[src/rtl/sram_mem_bridge.sv]
// Merges the fetch and data SRAM-like channels onto one shared memory port,
// one transaction outstanding, with fixed-priority or round-robin arbitration.
module sram_mem_bridge #(
  parameter bit          DATA_PRIO = 1'b1,
  parameter int unsigned ADDR_W    = 32,
  parameter int unsigned DATA_W    = 32
) (
  input  logic                  clk,
  input  logic                  resetn,
  input  logic                  inst_req,
  input  logic [ADDR_W-1:0]     inst_addr,
  output logic                  inst_addr_ok,
  output logic                  inst_data_ok,
  output logic [DATA_W-1:0]     inst_rdata,
  input  logic                  data_req,
  input  logic                  data_wr,
  input  logic [DATA_W/8-1:0]   data_wstrb,
  input  logic [ADDR_W-1:0]     data_addr,
  input  logic [DATA_W-1:0]     data_wdata,
  output logic                  data_addr_ok,
  output logic                  data_data_ok,
  output logic [DATA_W-1:0]     data_rdata,
  output logic                  mem_req,
  output logic                  mem_wr,
  output logic [DATA_W/8-1:0]   mem_wstrb,
  output logic [ADDR_W-1:0]     mem_addr,
  output logic [DATA_W-1:0]     mem_wdata,
  input  logic                  mem_gnt,
  input  logic                  mem_rvalid,
  input  logic [DATA_W-1:0]     mem_rdata,
  output logic                  busy,
  output logic                  err
);

  localparam int unsigned STRB_W = DATA_W / 8;

  typedef enum logic [1:0] {IDLE = 2'd0, ISSUE = 2'd1, WAIT = 2'd2} state_t;

  typedef struct packed {
    logic              owner_data;
    logic              wr;
    logic [STRB_W-1:0] wstrb;
    logic [ADDR_W-1:0] addr;
    logic [DATA_W-1:0] wdata;
  } req_t;

  state_t state, state_nxt;
  req_t   req_q;
  logic   last_data;
  logic   grant_inst, grant_data;

  always_ff @(posedge clk or negedge resetn) begin
    if (!resetn) state <= IDLE;
    else         state <= state_nxt;
  end

  // Arbitration and next state; last_data=0 means inst was granted last.
  always_comb begin
    state_nxt  = state;
    grant_inst = 1'b0;
    grant_data = 1'b0;
    case (state)
      IDLE: begin
        if (data_req && (!inst_req || DATA_PRIO || !last_data)) grant_data = 1'b1;
        else if (inst_req)                                      grant_inst = 1'b1;
        if (grant_data || grant_inst) state_nxt = ISSUE;
      end
      ISSUE:   if (mem_gnt)    state_nxt = WAIT;
      WAIT:    if (mem_rvalid) state_nxt = IDLE;
      default: state_nxt = IDLE;
    endcase
  end

  // Gated by reset so nothing is acknowledged while the bridge is held in reset.
  assign inst_addr_ok = grant_inst & resetn;
  assign data_addr_ok = grant_data & resetn;

  always_ff @(posedge clk or negedge resetn) begin
    if (!resetn) begin
      req_q     <= '0;
      last_data <= 1'b0;
    end else if (grant_data) begin
      req_q.owner_data <= 1'b1;
      req_q.wr         <= data_wr;
      req_q.wstrb      <= data_wr ? data_wstrb : STRB_W'(0);
      req_q.addr       <= data_addr;
      req_q.wdata      <= data_wdata;
      last_data        <= 1'b1;
    end else if (grant_inst) begin
      req_q.owner_data <= 1'b0;
      req_q.wr         <= 1'b0;
      req_q.wstrb      <= STRB_W'(0);
      req_q.addr       <= inst_addr;
      req_q.wdata      <= DATA_W'(0);
      last_data        <= 1'b0;
    end
  end

  // Response capture; a response outside WAIT only raises the sticky error.
  always_ff @(posedge clk or negedge resetn) begin
    if (!resetn) begin
      inst_data_ok <= 1'b0;
      data_data_ok <= 1'b0;
      inst_rdata   <= '0;
      data_rdata   <= '0;
      err          <= 1'b0;
    end else begin
      inst_data_ok <= 1'b0;
      data_data_ok <= 1'b0;
      if (state == WAIT && mem_rvalid) begin
        if (req_q.owner_data) begin
          data_data_ok <= 1'b1;
          if (!req_q.wr) data_rdata <= mem_rdata;
        end else begin
          inst_data_ok <= 1'b1;
          inst_rdata   <= mem_rdata;
        end
      end
      if (mem_rvalid && state != WAIT) err <= 1'b1;
    end
  end

  assign mem_req   = (state == ISSUE);
  assign mem_wr    = req_q.wr;
  assign mem_wstrb = req_q.wstrb;
  assign mem_addr  = req_q.addr;
  assign mem_wdata = req_q.wdata;
  assign busy      = (state != IDLE);

endmodule

[config.mk]
export PLATFORM = sky130hd
export DESIGN_NAME = sram_mem_bridge
export DESIGN_NICKNAME = d
export VERILOG_FILES = /design/src/rtl/sram_mem_bridge.sv
export SDC_FILE = /design/constraint.sdc
export NUM_CORES = 1
export LEC_CHECK = 0
export ABC_AREA = 1
export CAP_MARGIN = 20
export CORE_MARGIN = 1
export CORE_UTILIZATION = 43
export DETAILED_ROUTE_END_ITERATION = 16
export PLACE_DENSITY_LB_ADDON = 0.12
export SYNTH_ARGS = -nofsm -noshare
export SYNTH_HDL_FRONTEND = slang
export SYNTH_SLANG_ARGS = --single-unit
[constraint.sdc]
create_clock -name clk -period 1.43 [get_ports clk]
set_input_delay 0.286 -clock clk [delete_from_list [all_inputs] [get_ports clk]]
set_output_delay 0.286 -clock clk [all_outputs]
set_load 0.02 [all_outputs]
=== Word-level counts from Yosys, hierarchy flattened ===
Index checks and enable logic that the tools add are counted.

* Input bits: 139
* Register bits after elaboration: 139

* Bitwise logic cells: 4
* Multiplexer cells: 18
* Reductions and logical operators: 9
* Eq/ne operators: 6

{| class="wikitable"
|+ Operator list
! operator !! number
|-
| $mux W70 || 2
|-
| $mux W1 || 11
|-
| $mux W2 || 3
|-
| $ne A2 B2 Y1 const B || 3
|-
| $pmux W2 S3 || 1
|-
| $reduce_and A3 Y1 || 2
|-
| $mux W4 || 1
|-
| $reduce_bool A2 Y1 || 2
|-
| $and A1 B1 Y1 || 2
|-
| $eq A2 B1 Y1 const B || 1
|-
| $eq A2 B2 Y1 const B || 1
|-
| $logic_and A1 B1 Y1 || 2
|-
| $logic_not A2 Y1 || 1
|-
| $ne A2 B1 Y1 const B || 1
|-
| $not A1 Y1 || 2
|-
| $reduce_and A2 Y1 || 1
|-
| $logic_or A1 B1 Y1 || 1
|}

=== Depth between registers and ports, before layout ===
* Depth after elaboration: 6
* Depth in mapped cells: 7

=== Worst setup path before layout ===
Ideal clock, no wire load.

* Kind: reg-to-output
* Start point: register state[1]
* End point: output port inst_addr_ok
* Stages on the path, launching flop included: 5
* Buffers on the path: 1
* Arrival: 1312 ps
* Setup slack: -168 ps
* Cell sequence: dfrtp_1 -> nor2_4 -> buf_2 -> nand2_1 -> nor3_1

* Longest elaborated chain between the ends: 3

{| class="wikitable"
|+ Ends and longest elaborated chain
! element !! RTL line !! source
|-
| start, declared || 47 || <nowiki>state_t state, state_nxt;</nowiki>
|-
| start signal, assigned || 54 || <nowiki>else state <= state_nxt;</nowiki>
|-
| $logic_not A2 Y1 || 62 || <nowiki>case (state)</nowiki>
|-
| $mux W1 || 62 ||
|-
| $and A1 B1 Y1 || 75 || <nowiki>assign inst_addr_ok = grant_inst & resetn;</nowiki>
|-
| end, declared || 12 || <nowiki>output logic inst_addr_ok,</nowiki>
|}

No other way between the ends.

=== Worst setup path after layout ===
* Start point: register state[0]
* End point: register req_q (netlist bit mem_addr[21])

* Longest elaborated chain between the ends: 3
* Elaborated cells between the ends (all ways): 5

{| class="wikitable"
|+ Ends and longest elaborated chain
! element !! RTL line !! source
|-
| $logic_not A2 Y1 (*) || 62 ||
|-
| $mux W1 || 62 ||
|-
| $mux W70 or $reduce_bool A2 Y1 (tied branches) || n/a ||
|-
| end, declared || 48 || <nowiki>req_t req_q;</nowiki>
|}

Every way passes the cells marked *; elsewhere a longest branch is shown, timed or not.
A chain may end at the register's enable or synchronous reset.

==> impl_metrics.ini <==
[cells_and_area]
fillers = 1202
multiInputGateArea_um2 = 2081
syn_to_final_growth_pct = 56.29
fin_cells = 1249
drive_gt1_share_pct = 15.77
final_common_cell = nand2_1
ff_latch_area_um2 = 3478
mostFrequentLayoutCells = nand2_1 (363), dfrtp_1 (139), clkdlybuf4s50_1 (136)
nets = 1191
final_area_um2 = 10050
antenna_cells = 0

[synth]
ys_seq_area_share_pct = 54.10
syn_inst = 803
yosysUniqueCellTypes = 17
synth_compound_area_share_pct = 3.289
synthAdderAreaFrac_pct = 0
yosys_warnings = 0
synth-seq-cells = 139
synth_top_family_by_area = simple AND/OR/NAND/NOR gates
synthMuxAreaShare_pct = 0
yosys.area_share.xor_xnor_pct = 0
synth-simple-area-share_pct = 27.53
synth_area_um2 = 6430
syn-num-nets = 942
syn_area_per_cell_um2 = 8.007

[placed_design]
io_buffers = 278
placedInstanceArea_um2 = 9069
place_hpwl_um = 12680
globalplace.congestion = 0.8185
dp.cells = 1189

[floorplanning]
die_y_um = 124.3
start_util_pct = 44.07
dieArea_um2 = 15450
num_rows = 44
io_pins = 279
core_region_area_um2 = 14590
die_w_um = 124.3

[clock_tree]
cts_max_level = 4
cts_tree = done
clock_latency_ns = 0.42
cts_sinks = 139
clk_pin_slew_ns = 0.06
cts.path.max_buffers = 2
numCtsBuffers = 17
clockRootBuffer = clkbuf_16

[grt]
antenna_found_initial = 0
grt_pass1_wl_um = 31560
grt_pass1_vias = 6014
grt-ovfl-total = 0
grt_max_degree = 73
grt_use_total_pct = 26.27

[worst_setup_path]
worstPathRequired_ns = 1.73
worst_ep_arrival_time_ns = 1.99
path_max_fanout = 12
setup.worst_path.class = reg -> reg
reg2reg_setup_slack_ns = -0.27
start_kind = flop
end_kind = flop

[timing]
max-slew-margin-rel_pct = 70.45
finalSetupTns_ns = -15.16
setup_viol = 74
worstMarginPinSlew_ns = 0.4432
hold_viol = 0
setup_ws_ns = -0.2676
fin_crit_ns = 1.698
rsz0062_at_grt = yes
final_max_slew_viol_count = 0
clock_skew_ns = 0.007894
period_share_pct = 118.7
max_freq_mhz = 589.1

[detailed_routing]
met1_length_um = 8190
route.vias.total = 5964
drc = 0
met3_length_um = 1827
wl_met2_um = 9491
wl_um = 20110
drtPass1Iterations = 4
viasPerCell = 4.775
ant_nets = 0
detail_route.iter0.violations = 310
wl_per_cell_um = 16.10
top_layer_used = met4

[power]
p_total_uw = 22550
p_leak_uw = 0.005292
power.density_nw_per_um2 = 2244
irDropWorstVdd_uv = 1111

[flow_run]
cap_violations = 0

[status]
violations = setup timing
status = finished with violations

[worst_hold_path]
hp-class = in -> async
[timing repair]
action | CTS | global route
gates resized for setup | 217 | 216
endpoints found under the hold margin | 18 | 0
pin swaps | 3 | 3
buffers inserted | 7 | 9
gates cloned | 6 | 6
hold buffers | 1 | 0
endpoints found under the setup margin | 202 | 303
[Yosys cell counts (all sizes together)]
library cell    n  area (um^2)
nand2         369         1385
dfrtp         139         3478
buf            92        643.1
inv            72        270.3
nand3          66        335.3
o21ai          40        204.0
clkbuf         15        56.30
nor2            8        45.04
nor3            1        5.000
o21bai          1        7.510
[worst max-delay path, stage by stage (launching register included)]
cell,delay [ns]
dfrtp_1,0.40
nor2_4,0.21
buf_4,0.15
buf_6,0.08
buf_6,0.09
buf_6,0.10
o21ai_4,0.10
buf_6,0.15
buf_12,0.14
nand2_1,0.06
nand2_1,0.08
[kinds of logic (layout without fill, tap and decap cells)]
logic type             after synthesis  after routing
AND/OR/NAND/NOR                    444            444
buffers and inverters              179            441
flip-flops                         139            139
AO/OA/AOI/OAI                       41             41
[flip-flops by register name (all words and copies together), names as in the netlist]
name          count
mem_addr         32
state             2
req_q             1
inst_data_ok      1
mem_wdata        32
inst_rdata       32
data_data_ok      1
mem_wstrb         4
err               1
data_rdata       32
mem_wr            1
[final timing paths]
| kind | from | to | depth (start not counted) |
|---|---|---|---|
| setup / recovery | state[0]$_DFFE_PN0P_ | mem_addr[21]$_DFFE_PN0P_ | 10 |
| hold / removal | resetn | mem_addr[20]$_DFFE_PN0P_ | 3 |
| setup reg to reg | state[0]$_DFFE_PN0P_ | mem_addr[21]$_DFFE_PN0P_ | 10 |
| hold reg to reg | mem_wdata[14]$_DFFE_PN0P_ | mem_wdata[14]$_DFFE_PN0P_ | 2 |
| max in group asynchronous | resetn | mem_addr[23]$_DFFE_PN0P_ | 4 |
| min in group clk | data_wdata[28] | mem_wdata[28]$_DFFE_PN0P_ | 3 |
[metrics by stage]
stage | util (%) | hold slack [ns] | setup WS [ns]
2_1_floorplan | - | -0.009591 | 0.01842
3_3_place_gp | 62.16 | 0.2709 | -0.5625
3_5_place_dp | 62.16 | 0.2695 | -0.5739
4_1_cts | 67.60 | 0.3725 | -0.2572
5_1_grt | 68.89 | 0.3825 | -0.3335
6_report | 68.89 | 0.3897 | -0.2676
[per-layer routing]
layer  GRT usage [%]  vias to the layer above
met3           10.91                       45
li1                -                     2881
met4           9.213                        0
met2           42.35                      247
met1           31.50                     2791
met5               0                        -
[report_power, final]
group          leakage, uW  internal (uW)  switching [uW]
registers          0.00175           5750             978
logic              0.00327           4930            6580
clock network     0.000268           2560            1740
[final cells by class]
class                   instances  area share [%]
clock inverters                14           1.469
clock buffers                  18           4.270
repair buffers                337           33.90
inverters                      72           2.752
flip-flops and latches        139           34.61
multi-input cells             485           20.70
well taps                     184           2.291
Note: power is estimated with default switching activity, not from simulation.
